==> src/rtl/gpu_vram_write_unpacker_pkg.sv <==
// Shared GPU definitions for the VRAM transfer stages: coordinate types,
// VRAM geometry and the transfer state encoding.
`timescale 1ns/1ps
package gpu_vram_write_unpacker_pkg;

    localparam int VRAM_W = 1024;
    localparam int VRAM_H = 512;

    typedef logic [9:0] vram_x_t;
    typedef logic [8:0] vram_y_t;

    typedef enum logic [1:0] {
        IDLE = 2'd0,
        RUN  = 2'd1,
        DONE = 2'd2
    } wr_state_e;

    // Each FIFO word carries two pixels, the low half goes out first.
    function automatic logic [15:0] pick_half(input logic [31:0] word, input logic half);
        return half ? word[31:16] : word[15:0];
    endfunction

endpackage

==> src/rtl/gpu_vram_write_unpacker_if.sv <==
// Control, FIFO-head and pixel-stream signals of the CPU->VRAM write unpacker.
`timescale 1ns/1ps
interface gpu_vram_write_unpacker_if #(
    parameter int X_BITS = 10,
    parameter int Y_BITS = 9
) ();
    logic              start;
    logic              abort;
    logic [X_BITS-1:0] x0;
    logic [Y_BITS-1:0] y0;
    logic [X_BITS-1:0] w;
    logic [Y_BITS-1:0] h;
    logic [31:0]       fifo_dout;
    logic              fifo_empty;
    logic              fifo_rd_en;
    logic              pix_valid;
    logic              pix_ready;
    logic [15:0]       pix_data;
    logic [X_BITS-1:0] pix_x;
    logic [Y_BITS-1:0] pix_y;
    logic              pix_last;
    logic              busy;
    logic              done;

    modport master (
        input  start, abort, x0, y0, w, h, fifo_dout, fifo_empty, pix_ready,
        output fifo_rd_en, pix_valid, pix_data, pix_x, pix_y, pix_last, busy, done
    );

    modport slave (
        output start, abort, x0, y0, w, h, fifo_dout, fifo_empty, pix_ready,
        input  fifo_rd_en, pix_valid, pix_data, pix_x, pix_y, pix_last, busy, done
    );
endinterface

==> src/rtl/gpu_vram_write_unpacker_rect_walker.sv <==
// Raster walker over a wrapped VRAM rectangle: column/row counters, origin
// adders and final-pixel detect. Shared by the VRAM transfer stages.
`timescale 1ns/1ps
module gpu_rect_walker #(
    parameter int X_BITS = 10,
    parameter int Y_BITS = 9
) (
    input  logic              clk,
    input  logic              rst,
    input  logic              load,
    input  logic              step,
    input  logic [X_BITS-1:0] x0,
    input  logic [Y_BITS-1:0] y0,
    input  logic [X_BITS-1:0] w,
    input  logic [Y_BITS-1:0] h,
    output logic [X_BITS-1:0] x,
    output logic [Y_BITS-1:0] y,
    output logic              last
);
    localparam logic [X_BITS:0] X_ONE = {{X_BITS{1'b0}}, 1'b1};
    localparam logic [Y_BITS:0] Y_ONE = {{Y_BITS{1'b0}}, 1'b1};

    logic [X_BITS-1:0] x0_reg;
    logic [Y_BITS-1:0] y0_reg;
    logic [X_BITS:0]   wl_reg;
    logic [Y_BITS:0]   hl_reg;
    logic [X_BITS:0]   col_reg;
    logic [Y_BITS:0]   row_reg;
    logic              col_end;
    logic              row_end;

    // A zero size field means the full 2^N extent: the extra top bit is set
    // exactly when the field is zero.
    always_ff @(posedge clk) begin
        if (rst) begin
            x0_reg  <= '0;
            y0_reg  <= '0;
            wl_reg  <= '0;
            hl_reg  <= '0;
            col_reg <= '0;
            row_reg <= '0;
        end else if (load) begin
            x0_reg  <= x0;
            y0_reg  <= y0;
            wl_reg  <= {(w == '0), w};
            hl_reg  <= {(h == '0), h};
            col_reg <= '0;
            row_reg <= '0;
        end else if (step) begin
            if (col_end) begin
                col_reg <= '0;
                row_reg <= row_reg + Y_ONE;
            end else begin
                col_reg <= col_reg + X_ONE;
            end
        end
    end

    assign col_end = (col_reg == wl_reg - X_ONE);
    assign row_end = (row_reg == hl_reg - Y_ONE);
    assign last    = col_end && row_end;

    // Truncating add gives the modulo-2^N wrap for free.
    assign x = x0_reg + col_reg[X_BITS-1:0];
    assign y = y0_reg + row_reg[Y_BITS-1:0];

endmodule

==> src/rtl/gpu_vram_write_unpacker.sv <==
// GP0 CPU->VRAM data-phase consumer: pops 32-bit FWFT words and emits two
// coordinate-tagged 16-bit pixels per word to the VRAM write arbiter.
`timescale 1ns/1ps
module gpu_vram_write_unpacker
    import gpu_vram_write_unpacker_pkg::*;
#(
    parameter int X_BITS = 10,
    parameter int Y_BITS = 9
) (
    input  logic                       clk,
    input  logic                       rst,
    gpu_vram_write_unpacker_if.master  bus
);
    wr_state_e state_reg, state_next;
    logic      half_reg, half_next;

    logic      valid_int;
    logic      rd_en_int;
    logic      done_int;
    logic      walk_load;
    logic      walk_step;
    logic      walk_last;

    logic [X_BITS-1:0] walk_x;
    logic [Y_BITS-1:0] walk_y;

    gpu_rect_walker #(
        .X_BITS (X_BITS),
        .Y_BITS (Y_BITS)
    ) u_walker (
        .clk  (clk),
        .rst  (rst),
        .load (walk_load),
        .step (walk_step),
        .x0   (bus.x0),
        .y0   (bus.y0),
        .w    (bus.w),
        .h    (bus.h),
        .x    (walk_x),
        .y    (walk_y),
        .last (walk_last)
    );

    always_ff @(posedge clk) begin
        if (rst) begin
            state_reg <= IDLE;
            half_reg  <= 1'b0;
        end else begin
            state_reg <= state_next;
            half_reg  <= half_next;
        end
    end

    always_comb begin
        state_next = state_reg;
        half_next  = half_reg;
        valid_int  = 1'b0;
        rd_en_int  = 1'b0;
        done_int   = 1'b0;
        walk_load  = 1'b0;
        walk_step  = 1'b0;
        case (state_reg)
            IDLE: begin
                if (bus.start) begin
                    state_next = RUN;
                    half_next  = 1'b0;
                    walk_load  = 1'b1;
                end
            end
            RUN: begin
                if (bus.abort) begin
                    state_next = IDLE;
                end else begin
                    valid_int = !bus.fifo_empty;
                    if (valid_int && bus.pix_ready) begin
                        walk_step = 1'b1;
                        // The final pixel always retires its word, even when the
                        // upper half is padding for an odd pixel count.
                        if (walk_last) begin
                            rd_en_int  = 1'b1;
                            half_next  = 1'b0;
                            state_next = DONE;
                        end else if (half_reg) begin
                            rd_en_int = 1'b1;
                            half_next = 1'b0;
                        end else begin
                            half_next = 1'b1;
                        end
                    end
                end
            end
            DONE: begin
                done_int   = !bus.abort;
                state_next = IDLE;
            end
            default: state_next = IDLE;
        endcase
    end

    assign bus.fifo_rd_en = rd_en_int;
    assign bus.pix_valid  = valid_int;
    assign bus.pix_data   = pick_half(bus.fifo_dout, half_reg);
    assign bus.pix_x      = walk_x;
    assign bus.pix_y      = walk_y;
    assign bus.pix_last   = valid_int && walk_last;
    assign bus.busy       = (state_reg != IDLE);
    assign bus.done       = done_int;

endmodule

==> src/flat_wrapper.sv <==
// flat-port wrapper written by rule: the top's interface ports become plain ports
module gpu_vram_write_unpacker_flat import gpu_vram_write_unpacker_pkg::*;
#(
    parameter int X_BITS = 10,
    parameter int Y_BITS = 9
)
  (clk, rst, bus_start, bus_abort, bus_x0, bus_y0, bus_w, bus_h, bus_fifo_dout, bus_fifo_empty, bus_pix_ready, bus_fifo_rd_en, bus_pix_valid, bus_pix_data, bus_pix_x, bus_pix_y, bus_pix_last, bus_busy, bus_done);
  gpu_vram_write_unpacker_if #(.X_BITS(X_BITS), .Y_BITS(Y_BITS)) bus_i ();
  input  logic clk;
  input  logic rst;
  input wire logic [$bits(bus_i.start)-1:0] bus_start;
  input wire logic [$bits(bus_i.abort)-1:0] bus_abort;
  input wire logic [$bits(bus_i.x0)-1:0] bus_x0;
  input wire logic [$bits(bus_i.y0)-1:0] bus_y0;
  input wire logic [$bits(bus_i.w)-1:0] bus_w;
  input wire logic [$bits(bus_i.h)-1:0] bus_h;
  input wire logic [$bits(bus_i.fifo_dout)-1:0] bus_fifo_dout;
  input wire logic [$bits(bus_i.fifo_empty)-1:0] bus_fifo_empty;
  input wire logic [$bits(bus_i.pix_ready)-1:0] bus_pix_ready;
  output wire logic [$bits(bus_i.fifo_rd_en)-1:0] bus_fifo_rd_en;
  output wire logic [$bits(bus_i.pix_valid)-1:0] bus_pix_valid;
  output wire logic [$bits(bus_i.pix_data)-1:0] bus_pix_data;
  output wire logic [$bits(bus_i.pix_x)-1:0] bus_pix_x;
  output wire logic [$bits(bus_i.pix_y)-1:0] bus_pix_y;
  output wire logic [$bits(bus_i.pix_last)-1:0] bus_pix_last;
  output wire logic [$bits(bus_i.busy)-1:0] bus_busy;
  output wire logic [$bits(bus_i.done)-1:0] bus_done;
  assign bus_i.start = bus_start;
  assign bus_i.abort = bus_abort;
  assign bus_i.x0 = bus_x0;
  assign bus_i.y0 = bus_y0;
  assign bus_i.w = bus_w;
  assign bus_i.h = bus_h;
  assign bus_i.fifo_dout = bus_fifo_dout;
  assign bus_i.fifo_empty = bus_fifo_empty;
  assign bus_i.pix_ready = bus_pix_ready;
  assign bus_fifo_rd_en = bus_i.fifo_rd_en;
  assign bus_pix_valid = bus_i.pix_valid;
  assign bus_pix_data = bus_i.pix_data;
  assign bus_pix_x = bus_i.pix_x;
  assign bus_pix_y = bus_i.pix_y;
  assign bus_pix_last = bus_i.pix_last;
  assign bus_busy = bus_i.busy;
  assign bus_done = bus_i.done;
  gpu_vram_write_unpacker #(.X_BITS(X_BITS), .Y_BITS(Y_BITS)) u_core (.clk(clk), .rst(rst), .bus(bus_i));
endmodule
==> config.mk <==
export PLATFORM = sky130hd
export DESIGN_NAME = gpu_vram_write_unpacker_flat
export DESIGN_NICKNAME = d
export VERILOG_FILES = /design/src/rtl/gpu_vram_write_unpacker_pkg.sv /design/src/rtl/gpu_vram_write_unpacker_if.sv /design/src/rtl/gpu_vram_write_unpacker_rect_walker.sv /design/src/rtl/gpu_vram_write_unpacker.sv /design/src/flat_wrapper.sv
export SDC_FILE = /design/constraint.sdc
export NUM_CORES = 1
export LEC_CHECK = 0
export BUFFER_PORTS_ARGS = -buffer_cell sky130_fd_sc_hd__buf_2
export CAP_MARGIN = 20
export CORE_ASPECT_RATIO = 0.6
export CORE_UTILIZATION = 35
export DETAILED_ROUTE_END_ITERATION = 16
export SETUP_SLACK_MARGIN = 0.1
export SYNTH_ARGS = -nofsm -noshare
export SYNTH_HDL_FRONTEND = slang
export SYNTH_HIERARCHICAL = 1
export SYNTH_SLANG_ARGS = --single-unit
==> constraint.sdc <==
create_clock -name clk -period 2.6 [get_ports clk]
set_input_delay 0.26 -clock clk [delete_from_list [all_inputs] [get_ports clk]]
set_output_delay 0.26 -clock clk [all_outputs]
set_load 0.01 [all_outputs]
Yosys cells after proc, flatten, opt, wreduce, memory -nomap -nowiden
Cells that the tools add are included.
{"block": "op_classes", "eq_ne": 9, "n_reduce_logical": 14, "n_addsub": 6, "muxes": 26}
{"op": "$mux W1", "n": 18}
{"op": "$mux W16", "n": 1}
{"op": "$add A11 B1 Y11 const B", "n": 1}
{"op": "$eq A11 B11 Y1", "n": 1}
{"op": "$mux W11", "n": 1}
{"op": "$sub A11 B1 Y11 const B", "n": 1}
{"op": "$add A10 B1 Y10 const B", "n": 1}
{"op": "$add A10 B10 Y10", "n": 1}
{"op": "$eq A10 B10 Y1", "n": 1}
{"op": "$logic_not A10 Y1", "n": 1}
{"op": "$sub A10 B1 Y10 const B", "n": 1}
{"op": "$add A9 B9 Y9", "n": 1}
{"op": "$logic_not A9 Y1", "n": 1}
{"op": "$mux W2", "n": 4}
{"op": "$ne A3 B2 Y1 const B", "n": 2}
{"op": "$ne A2 B2 Y1 const B", "n": 2}
{"op": "$pmux W2 S2", "n": 1}
{"op": "$reduce_and A4 Y1", "n": 1}
{"op": "$reduce_bool A2 Y1", "n": 2}
{"op": "$logic_and A1 B1 Y1", "n": 3}
{"op": "$reduce_and A3 Y1", "n": 1}
{"op": "$eq A2 B1 Y1 const B", "n": 1}
{"op": "$eq A2 B2 Y1 const B", "n": 1}
{"op": "$logic_not A1 Y1", "n": 2}
{"op": "5 further kinds", "n": 5}
{"block": "word_totals", "ff_bits": 64, "input_bits": 76, "out_inout_bits": 40, "elab_cells": 63}

Depth between registers and ports, before layout
Gate-level depths: netlist (run 1).
{"block": "logic_depth", "ltp_word": 7, "depth_mapped": 11, "ltp_nobuf": 11}

Hierarchy
The synthesis (run 1) kept the hierarchy.
{"module": "gpu_rect_walker", "n_inst": 1, "cells_per_inst": 446, "area_each_um2": 3807.4, "seq_area_each_um2": 1221.2}
{"module": "gpu_vram_write_unpacker", "n_inst": 1, "cells_per_inst": 38, "area_each_um2": 407.9, "seq_area_each_um2": 60.1}

Least setup slack after synthesis (run 1)
OpenSTA, ideal clock, no wires.
{"block": "synth_path", "path_kind": "reg2out", "from": "register u_core.u_walker.wl_reg[0]", "to": "output port bus_pix_last", "setup_slack_ns": -0.101, "t_required_ns": 2.340, "arrival_time_ns": 2.441, "path_stages_with_launch": 11, "path_buffers": 1, "path_cell_list": "dfxtp_1 > inv_1 > ha_1 > nor4b_4 > nand2_1 > or3_1 > xnor2_1 > o2111a_1 > buf_4 > o2111a_1 > and2_2"}
{"block": "synth_between", "elab_chain_len": 4}
{"element": "start, declared", "line": "gpu_vram_write_unpacker_rect_walker.sv:25", "text": "logic [X_BITS:0] wl_reg;"}
{"element": "start signal, assigned", "line": "gpu_vram_write_unpacker_rect_walker.sv:45", "text": "wl_reg <= {(w == '0), w};"}
{"element": "$sub A11 B1 Y11", "line": "gpu_vram_write_unpacker_rect_walker.sv:59", "text": "assign col_end = (col_reg == wl_reg - X_ONE);"}
{"element": "$eq A11 B11 Y1", "line": "gpu_vram_write_unpacker_rect_walker.sv:59"}
{"element": "$logic_and A1 B1 Y1", "line": "gpu_vram_write_unpacker_rect_walker.sv:61", "text": "assign last = col_end && row_end;"}
{"element": "net u_core.walk_last", "line": "gpu_vram_write_unpacker.sv:22", "text": "logic walk_last;"}
{"element": "$logic_and A1 B1 Y1", "line": "gpu_vram_write_unpacker.sv:105", "text": "assign bus.pix_last = valid_int && walk_last;"}
{"element": "end, declared", "line": "flat_wrapper.sv:25", "text": "output wire logic [$bits(bus_i.pix_last)-1:0] bus_pix_last;"}
The timed path passes the listed nets, and every way through them passes these cells.

Worst setup path after layout (run 1)
{"block": "layout_path", "from": "register u_core.u_walker.wl_reg[1]", "to": "output port bus_fifo_rd_en"}
{"block": "layout_between", "elab_chain_len": 7}
{"element": "$sub A11 B1 Y11", "line": "gpu_vram_write_unpacker_rect_walker.sv:59"}
{"element": "$eq A11 B11 Y1", "line": "gpu_vram_write_unpacker_rect_walker.sv:59"}
{"element": "$logic_and A1 B1 Y1", "line": "gpu_vram_write_unpacker_rect_walker.sv:61"}
{"element": "net u_core.walk_last", "line": "gpu_vram_write_unpacker.sv:22"}
{"element": "$mux W1", "line": "gpu_vram_write_unpacker.sv:79", "text": "if (walk_last) begin"}
{"element": "$mux W1", "line": "gpu_vram_write_unpacker.sv:75", "text": "if (valid_int && bus.pix_ready) begin"}
{"element": "$mux W1", "line": "gpu_vram_write_unpacker.sv:71", "text": "if (bus.abort) begin"}
{"element": "$mux W1", "line": "gpu_vram_write_unpacker.sv:62", "text": "case (state_reg)"}
{"element": "end, declared", "line": "flat_wrapper.sv:20", "text": "output wire logic [$bits(bus_i.fifo_rd_en)-1:0] bus_fifo_rd_en;"}
The timed path passes the listed nets, and every way through them passes these cells.

==> results of run 1 <==
==> kinds of logic (layout without fill, tap and decap cells) <==
logic type	Yosys count	after routing	synth area share (%)
and+or+nand+nor	178	178	22.1
AOI/OAI and AO/OA	71	71	11.5
DFF	64	64	30.4
muxes	60	60	14.8
xor gates and xnor gates	49	49	10.2
buffers and inverters	39	196	3.83
adders and majority gates	23	23	7.18
==> per-stage QoR <==
stage               hold WS, ps  util, %  cell area, um^2  setup WS [ps]  power (W)
floorplan                   333        -             4250           83.2    0.00142
global placement            481     44.4             5110          -32.6    0.00159
detailed placement          493     44.4             5110          -67.9    0.00160
CTS                         155     48.8             5630           -235    0.00289
global route                169     50.3             5800           -366    0.00302
finish                      164     50.3             5800           -259    0.00289
==> metal layers <==
layer  track usage, %  part of all wire, %  vias to the layer above
met5                0                    0                        -
met4             5.13                 0.55                        0
met3             4.01                  5.2                        8
met2             28.2                   42                      108
met1             29.1                   52                     1933
li1                 -                    -                     2023
==> final cells by class <==
cell class	count	area (um^2)
Fill cell	1070	5720
Multi-Input combinational cell	381	2970
Sequential cell	64	1300
Timing Repair Buffer	163	957
Clock buffer	11	253
Tap cell	160	200
Inverter	17	63.8
Clock inverter	5	55.1
==> power breakdown <==
group | internal, W | switching, W | total [W] | leakage, nW
logic | 0.000287 | 0.000290 | 0.000577 | 2.03
registers | 0.00102 | 0.0000476 | 0.00106 | 0.528
clock network | 0.000790 | 0.000452 | 0.00124 | 0.148
total | 0.00209 | 0.000790 | 0.00289 | 2.70
==> how the worst min path moves through the flow <==
stage,startpoint,to,depth (start not counted)
floorplan,rst,u_core/state_reg[0]$_SDFFE_PP0P_,1
global placement,u_core/u_walker/y0_reg[0]$_SDFFE_PP0P_,u_core/u_walker/y0_reg[0]$_SDFFE_PP0P_,2
detailed placement,u_core/u_walker/y0_reg[0]$_SDFFE_PP0P_,u_core/u_walker/y0_reg[0]$_SDFFE_PP0P_,2
CTS,bus_y0[0],u_core/u_walker/y0_reg[0]$_SDFFE_PP0P_,3
global route,bus_x0[4],u_core/u_walker/x0_reg[4]$_SDFFE_PP0P_,3
finish,bus_y0[0],u_core/u_walker/y0_reg[0]$_SDFFE_PP0P_,3
==> layout by cell type (no fill, tap or decap), drive strengths merged, types with 4 or more instances in the layout <==
| cell | Yosys | routed |
|---|---|---|
| mux2 | 17 | 17 |
| clkbuf | 12 | 11 |
| a21oi | 26 | 26 |
| xor2 | 20 | 20 |
| nor4b | 4 | 4 |
| and3 | 8 | 8 |
| nor4 | 7 | 7 |
| and2 | 5 | 5 |
| o21bai | 4 | 4 |
| mux2i | 43 | 43 |
| nand3 | 8 | 8 |
| o21ai | 10 | 10 |
| dfxtp | 64 | 64 |
| or4 | 4 | 4 |
| ha | 21 | 21 |
| or3 | 6 | 6 |
| nand2 | 32 | 32 |
| nand4 | 6 | 6 |
| xnor2 | 29 | 29 |
| nor3b | 5 | 5 |
| inv | 17 | 17 |
| a31oi | 5 | 5 |
| nor2 | 72 | 72 |
| buf | 10 | 163 |
| nor3 | 9 | 9 |
==> worst reg2reg max path: stages, from the launching register on <==
cell and delay (ps):
dfxtp_4 350, inv_2 70, ha_4 130, nor4b_4 260
nand2_1 140, or3_4 360, xnor2_2 150, buf_4 130
buf_4 90, buf_4 90, buf_4 100, o2111ai_2 220
or4_1 570, nand2_1 80
==> synth_stat cells, drive strengths merged (6+ instances only) <==
cell type  instances
nand2             32
ha                21
mux2              17
mux2i             43
nand3              8
xor2              20
nor2              72
buf               10
nor4               7
xnor2             29
nand4              6
o21ai             10
a21oi             26
nor3               9
and3               8
inv               17
or3                6
clkbuf            12
dfxtp             64
==> timing repair <==
action / 4_1_cts / 5_1_grt
setup endpoints to repair: 15 / 23
hold endpoints to repair: 0 / 0
setup buffers: 16 / 7
gates cloned: 0 / 0
resized for setup: 26 / 30
pin swaps: 13 / 17
hold buffers: 0 / 0
==> results.py, run 1 <==
metrics = {
    "global_route": {
        "grt_overflow_total": 0,
        "grt_pass1_vias": 3734,
        "grt_start_max_net_pins": 26,
        "antenna_found_initial": 0,
        "grt_use_total_pct": 19.6,
        "grt_pass1_wl_um": 18800,
    },
    "pwr": {
        "p_leak_nw": 2.70,
        "p_per_area_mw_per_mm2": 497,
        "ir_worst_vdd_uv": 312,
    },
    "synthesis": {
        "yosysWarnings": 6,
        "synth_ff_type": "dfxtp_1",
        "synth_nets": 583,
        "synth_area_per_cell_um2": 8.71,
        "synth_cell_types": 61,
        "ys_ff_latch": 64,
        "synth_area_leaders": "dfxtp_1 (30%), mux2i_1 (10%), nor2_1 (6.3%)",
        "synth_largest_area_cell": "dfxtp_1",
        "synth_edf_count": 0,
        "synth_top_cell_area_share_pct": 30.4,
        "synthCells": 484,
        "synth_area_mm2": 0.00422,
        "ys_seq_area_share_pct": 30.4,
        "async_flop_share_pct": 0,
    },
    "worst_setup_path": {
        "crit_path_max_fanout": 5,
        "cp_common_cell": "o2111a_2",
        "cpPeakStageDelay_ps": 560,
        "endpoint": "bus_fifo_rd_en",
        "required_ps": 2340,
        "r2r_end": "u_core/u_walker/row_reg[2]$_SDFFE_PP0P_",
        "crit_chain": "or4_4 -> or4b_1 -> nand4_1 -> a2111oi_4 -> o2111a_2 -> o2111a_2 -> o21a_1 -> buf_2",
        "cp_num_cells": 8,
        "crit_slowest_cell": "or4_4",
        "reg2regPathDepth": 13,
        "cp-start-kind": "register",
        "cp_num_buf_inv": 1,
        "crit_family": "simple AND/OR/NAND/NOR gates",
        "worstPathArrival_ps": 2600,
        "end_kind": "output pin",
        "r2r_start": "u_core/u_walker/wl_reg[1]$_SDFFE_PP0P_",
        "rrSetupSlack_ps": -180,
        "crit_type": "reg2out",
        "crit_start": "u_core/u_walker/wl_reg[1]$_SDFFE_PP0P_",
    },
    "clocking": {
        "cts-root-buf": "clkbuf_16",
        "h-tree-depth": 3,
        "clockBufferDepth": 2,
        "cts_tree": "done",
        "clk_pin_slew_ps": 60,
        "numCtsBuffers": 9,
        "clock_latency_ps": 330,
        "cts.sinks": 64,
    },
    "placement": {
        "dpl.hpwl_um": 9190,
        "io_buffers": 115,
        "place_congestion": 0.865,
        "dpl.cell_count": 762,
    },
    "floorplanning": {
        "row_count": 30,
        "chipWidth_um": 144,
        "die_h_um": 87.0,
        "start_util_pct": 36.6,
        "core_area_mm2": 0.0115,
        "dieArea_mm2": 0.0125,
        "boundaryPins": 116,
    },
    "timing": {
        "tightest_slew_ps": 776,
        "totalNegativeSetupSlack_ps": -1070,
        "final.setup_skew_ps": 8.39,
        "max-slew-margin-rel_pct": 48.2,
        "finalSetupViolCount": 11,
        "slew_viol_final": 0,
        "hold_violations": 0,
        "period_needed_ps": 2860,
        "fmax_mhz": 350,
        "rsz0062_at_grt": "true",
        "setup_slack_ps": -259,
        "min_period_over_period_pct": 110,
    },
    "routing": {
        "drcViolationCount": 0,
        "ant_nets": 0,
        "drt_iter0_markers": 202,
        "routed_wl_um": 12300,
        "drt_pre_antenna_iters": 4,
        "avgViaCountPerCell": 5.08,
        "detail_route.wl_per_cell_um": 15.4,
        "vias": 4072,
    },
    "layout": {
        "nets": 735,
        "layout-area-overhead-vs-synth_pct": 37.6,
        "n_antenna_cell": 0,
        "drive_gt1_share_pct": 39.6,
        "final_cells": 801,
    },
    "flow_run": {
        "drv_cap": 0,
    },
    "run_status": {
        "status": "complete, but fails checks",
        "violations": "negative setup slack",
    },
    "worst_hold_path": {
        "hp-class": "in2reg",
    },
}
Power figures use the tool's default switching activity.
==> inputs of run 2 (changes only) <==
==> constraint.sdc (replaced) <==
create_clock -name clk -period 2.38 [get_ports clk]
set_input_delay 0.238 -clock clk [delete_from_list [all_inputs] [get_ports clk]]
set_output_delay 0.238 -clock clk [all_outputs]
set_load 0.01 [all_outputs]
==> run 2 against run 1 <==
  * Clock power grew 21%
  * Wire length grew 4.4%
  * Flip-flop and latch count is the same
  * Clock skew grew 0.86 ps
  * Die area is the same
  * Via count grew 1.6%
  * Cell count grew 1.5%
  * Combinational power grew 14%
  * The run still ends with negative setup slack left
  * Clock-buffer cell count grew 1
  * Sequential power grew 10%
  * Sequential share of layout area shrank 0.97 points
  * Utilization grew 2.1 points
==> results.py, run 2 (same netlist as run 1, synthesis figures left out) <==
metrics = {
    "timing": {
        "hold_violations": 0,
        "period_needed_ps": 2910,
        "hold_ws_ps": 141,
        "fmax_mhz": 343,
        "final.setup_skew_ps": 9.26,
        "finalSetupViolCount": 27,
        "max-slew-margin-rel_pct": 49.3,
        "slew_viol_final": 0,
        "rsz0062_at_grt": "true",
        "min_period_over_period_pct": 122,
        "setup_slack_ps": -532,
        "tightest_slew_ps": 759,
    },
    "layout": {
        "most-common-layout-cells": "buf_2 (114), nor2_1 (64), dfxtp_1 (53)",
        "final_common_cell": "buf_2",
        "drive_gt1_share_pct": 43.3,
        "nets": 747,
        "fill_cells": 1049,
        "final_cells": 813,
        "post-route-util_pct": 52.5,
        "layout-area-overhead-vs-synth_pct": 43.4,
        "n_antenna_cell": 0,
    },
    "global_route": {
        "grt_pass1_vias": 4067,
        "grt_start_max_net_pins": 45,
        "antenna_found_initial": 0,
        "grt_pass1_wl_um": 20300,
        "grt_overflow_total": 0,
        "grt_use_total_pct": 21.3,
    },
    "pwr": {
        "combinationalPowerShare_pct": 19.8,
        "p_leak_nw": 2.77,
        "p_total_w": 0.00332,
        "power.share.switching_pct": 26.4,
        "pwr-share-clk_pct": 45.1,
        "p_per_area_mw_per_mm2": 549,
        "power_frac_seq_pct": 35.1,
        "internal_power_w": 0.00244,
        "ir_worst_vdd_uv": 309,
        "p_switching_w": 0.000876,
    },
    "worst_setup_path": {
        "worstPathArrival_ps": 2670,
        "crit_type": "reg2out",
        "end_kind": "output pin",
        "cp-start-kind": "register",
        "crit_path_max_fanout": 3,
        "required_ps": 2140,
    },
    "placement": {
        "io_buffers": 115,
        "dpl.hpwl_um": 9510,
        "place_congestion": 0.933,
        "dpl.cell_count": 780,
    },
    "routing": {
        "vias": 4138,
        "drt_pre_antenna_iters": 4,
        "drt_iter0_markers": 303,
        "ant_nets": 0,
        "routed_wl_um": 12900,
        "detail_route.wl_per_cell_um": 15.9,
        "drcViolationCount": 0,
        "avgViaCountPerCell": 5.09,
    },
    "clocking": {
        "cts-root-buf": "clkbuf_16",
        "clockBufferDepth": 2,
        "postCtsHoldBufs": 0,
        "h-tree-depth": 3,
        "numCtsBuffers": 9,
        "clock_latency_ps": 340,
        "cts.sinks": 64,
        "cts_tree": "done",
        "clk_pin_slew_ps": 50,
    },
    "floorplanning": {
        "dieArea_mm2": 0.0125,
        "core_area_mm2": 0.0115,
        "boundaryPins": 116,
        "start_util_pct": 36.6,
        "chipWidth_um": 144,
        "die_h_um": 87.0,
        "row_count": 30,
    },
    "worst_hold_path": {
        "hp-class": "in2reg",
    },
    "run_status": {
        "violations": "negative setup slack",
        "status": "complete, but fails checks",
    },
    "flow_run": {
        "drv_cap": 0,
    },
}
[run 2: changes by cell type in the layout (fill, tap and decap cells not counted), sizes merged]
cell | before | now
clkbuf | 11 | 12
buf | 163 | 175
clkinv | 2 | 0
bufinv | 1 | 2
[run 2: worst paths after layout]
check                                                       startpoint                                endpoint  slack (ps)  cells past startpoint
worst max-delay path            u_core/u_walker/wl_reg[1]$_SDFFE_PP0P_                          bus_fifo_rd_en        -530                      8
worst min-delay path                                         bus_x0[2]  u_core/u_walker/x0_reg[2]$_SDFFE_PP0P_         140                      3
worst max register to register  u_core/u_walker/wl_reg[1]$_SDFFE_PP0P_        u_core/state_reg[0]$_SDFFE_PP0P_        -460                     10
worst min register to register  u_core/u_walker/y0_reg[6]$_SDFFE_PP0P_  u_core/u_walker/y0_reg[6]$_SDFFE_PP0P_         500                      2
[run 2: area by class of cell]
class / instances / area, um^2 / area share, %
clock buffers: 12 / 267 / 4.41
clock inverters: 4 / 75.1 / 1.24
inverters: 17 / 63.8 / 1.06
multi-input cells: 381 / 3070 / 50.7
flip-flops and latches: 64 / 1300 / 21.5
well taps: 160 / 200 / 3.31
repair buffers: 175 / 1070 / 17.8
[run 2: layer usage]
| layer | GRT usage [%] | vias up | routed length [um] | share of wire [%] |
|---|---|---|---|---|
| met4 | 6.77 | 0 | 119 | 0.92 |
| met2 | 31.3 | 123 | 5350 | 42 |
| met5 | 0 | - | 0 | 0 |
| met1 | 30.2 | 1952 | 6470 | 50 |
| li1 | - | 2052 | - | - |
| met3 | 5.50 | 11 | 955 | 7.4 |
[run 2: stage by stage]
| stage | setup slack, ps | setup TNS, ps | cell area, um^2 |
|---|---|---|---|
| 5_1_grt | -622 | -7190 | 6050 |
| 4_1_cts | -476 | -3490 | 5910 |
| 6_report | -532 | -4630 | 6050 |
| 3_3_place_gp | -104 | -260 | 5260 |
| 2_1_floorplan | -131 | -503 | 4250 |
| 3_5_place_dp | -192 | -1030 | 5260 |
[run 2: critical path: stages (launching register included)]
cell and delay [ps]:
dfxtp_2 330, or4_4 570, or4b_1 480, nand4_1 190, a2111oi_4 80, o2111a_2 210
o2111a_2 170, o21a_1 190, buf_2 130
[run 2: power groups by stage]
stage | sequential, W | clock (W) | combinational (W)
after floorplan | 0.00117 | 0 | 0.000377
after global placement | 0.00118 | 0 | 0.000579
after detailed placement | 0.00119 | 0 | 0.000599
after CTS | 0.00116 | 0.00153 | 0.000656
after global routing | 0.00117 | 0.00158 | 0.000715
final | 0.00117 | 0.00150 | 0.000656
[run 2: timing repair]
| action | in CTS | in global routing |
|---|---|---|
| endpoints found under the setup margin | 36 | 35 |
| gates resized for setup | 54 | 28 |
| pin swaps | 31 | 36 |
| setup buffers | 24 | 8 |
==> inputs of run 3 (changes only) <==
--- a/config.mk
+++ b/config.mk
@@ -9,8 +9,10 @@
 export CAP_MARGIN = 20
 export CORE_ASPECT_RATIO = 0.6
 export CORE_UTILIZATION = 35
+export CTS_CLUSTER_SIZE = 12
 export DETAILED_ROUTE_END_ITERATION = 16
 export SETUP_SLACK_MARGIN = 0.1
+export SKIP_CTS_REPAIR_TIMING = 1
 export SYNTH_ARGS = -nofsm -noshare
 export SYNTH_HDL_FRONTEND = slang
 export SYNTH_HIERARCHICAL = 1
==> run 3 against run 2 <==
  * The flow still finishes with violations (negative setup slack)
  * Critical path type unchanged
  * Register-to-register slack gained 120 ps
  * Largest power group unchanged
  * Die area is the same
  * Critical endpoint is now bus_pix_last
  * Utilization shrank 0.69 points
==> results.py, run 3 (same netlist as run 1, synthesis figures left out) <==
metrics = {
    "run_status": {
        "status": "complete, but fails checks",
        "violations": "negative setup slack",
    },
    "placement": {
        "detailedPlace.worstSlack_ps": -192,
        "io_buffers": 115,
        "place_congestion": 0.933,
        "dpl.cell_count": 780,
        "dpl.hpwl_um": 9510,
    },
    "global_route": {
        "grt_overflow_total": 0,
        "grt_pass1_wl_um": 19100,
        "grt_use_total_pct": 20.1,
        "grt_pass1_vias": 3800,
        "grt_start_max_net_pins": 45,
        "antenna_found_initial": 0,
    },
    "layout": {
        "multi_input_area_mm2": 0.00305,
        "layout-area-overhead-vs-synth_pct": 41.5,
        "final_cells": 807,
        "fill_cells": 1067,
        "final_common_cell": "buf_2",
        "most-common-layout-cells": "buf_2 (114), nor2_1 (70), dfxtp_1 (51), buf_4 (51), mux2i_1 (43)",
        "nets": 741,
        "post-route-util_pct": 51.8,
        "regArea_mm2": 0.00131,
        "drive_gt1_share_pct": 42.5,
        "n_antenna_cell": 0,
    },
    "floorplanning": {
        "start_util_pct": 36.6,
        "boundaryPins": 116,
        "chipWidth_um": 144,
        "row_count": 30,
        "dieArea_mm2": 0.0125,
        "core_area_mm2": 0.0115,
        "die_h_um": 87.0,
    },
    "routing": {
        "drt_iter0_markers": 279,
        "wl_met2_um": 5330,
        "ant_nets": 0,
        "drt_pre_antenna_iters": 5,
        "wl_met3_um": 740,
        "detail_route.wl_per_cell_um": 16.0,
        "drt-met1-wl_um": 6610,
        "drcViolationCount": 0,
        "top_layer": "met4",
        "routed_wl_um": 12900,
        "vias": 4166,
        "avgViaCountPerCell": 5.16,
    },
    "worst_setup_path": {
        "cp-start-kind": "register",
        "worstPathArrival_ps": 2710,
        "required_ps": 2140,
        "cp_num_buf_inv": 1,
        "cpPeakStageDelay_ps": 590,
        "crit_slowest_cell": "or4_4",
        "crit_path_max_fanout": 4,
        "cp_common_cell": "o2111a_2",
        "end_kind": "output pin",
        "crit_family": "compound AO/OA/AOI/OAI gates",
        "crit_type": "reg2out",
        "crit_chain": "or4_4 -> nor2_4 -> a22oi_2 -> a2111oi_4 -> o2111a_2 -> o2111a_2 -> and2_4 -> buf_6",
    },
    "pwr": {
        "power_frac_seq_pct": 34.9,
        "ir_worst_vdd_uv": 312,
        "internal_power_w": 0.00245,
        "combinationalPowerShare_pct": 20.1,
        "power.share.switching_pct": 26.6,
        "p_switching_w": 0.000885,
        "p_per_area_mw_per_mm2": 559,
        "pwr-share-clk_pct": 45.0,
        "p_leak_nw": 2.74,
    },
    "clocking": {
        "cts.sinks": 64,
        "numCtsBuffers": 9,
        "cts_tree": "done",
        "clockBufferDepth": 2,
        "clk_pin_slew_ps": 60,
        "clock_latency_ps": 340,
        "cts-root-buf": "clkbuf_16",
        "h-tree-depth": 3,
    },
    "timing": {
        "hold_ws_ps": 134,
        "final.setup_skew_ps": 8.91,
        "max-slew-margin-rel_pct": 48.7,
        "totalNegativeSetupSlack_ps": -4720,
        "rsz0062_at_grt": "true",
        "hold_violations": 0,
        "tightest_slew_ps": 769,
        "fmax_mhz": 339,
        "min_period_over_period_pct": 124,
        "slew_viol_final": 0,
        "setup_slack_ps": -571,
        "finalSetupViolCount": 29,
        "period_needed_ps": 2950,
    },
    "worst_hold_path": {
        "hp-class": "in2reg",
    },
    "flow_run": {
        "drv_cap": 0,
    },
}
## run 3: changes by cell type in the layout (fill, tap and decap cells not counted), sizes merged
cell and change:
buf -6
## run 3: cell type report
class,count,area share (%)
clock inverters,4,1.26
inverters,17,1.07
multi-input cells,381,51.0
clock buffers,12,4.47
repair buffers,169,16.9
well taps,160,3.36
flip-flops and latches,64,21.9
## run 3: worst register-to-register path, cell delays in order, from the launching register on
cell and delay [ps]:
dfxtp_4 340, or4_4 590, or4b_4 490, nand4_1 150, a2111oi_4 60, o2111a_2 210
o2111a_2 170, buf_4 140, a211o_1 300, a211oi_2 190
## run 3: path summary, 6_finish.rpt
| kind | startpoint | end | slack, ps | depth (start not counted) |
|---|---|---|---|---|
| max | u_core/u_walker/wl_reg[2]$_SDFFE_PP0P_ | bus_pix_last | -570 | 8 |
| min | bus_y0[2] | u_core/u_walker/y0_reg[2]$_SDFFE_PP0P_ | 130 | 3 |
| max reg2reg | u_core/u_walker/wl_reg[2]$_SDFFE_PP0P_ | u_core/state_reg[0]$_SDFFE_PP0P_ | -340 | 9 |
| min reg2reg | u_core/u_walker/y0_reg[6]$_SDFFE_PP0P_ | u_core/u_walker/y0_reg[6]$_SDFFE_PP0P_ | 500 | 2 |
## run 3: routing by layer
layer,up-vias,GRT usage [%]
met5,-,0
met4,0,5.32
met3,27,4.62
met2,113,28.8
met1,1981,29.7
li1,2045,-
## run 3: power by group through the flow
stage	Sequential (W)	Combinational, W	Clock (W)
global route	0.00117	0.000726	0.00158
CTS	0.00116	0.000603	0.00153
detailed placement	0.00119	0.000599	0
global placement	0.00118	0.000579	0
finish	0.00116	0.000669	0.00150
floorplan	0.00117	0.000377	0
## run 3: per-stage QoR
step                cell area [um^2]  total power (W)
floorplan                       4250          0.00155
global placement                5260          0.00176
detailed placement              5260          0.00178
CTS                             5600          0.00330
global route                    5970          0.00347
finish                          5970          0.00333
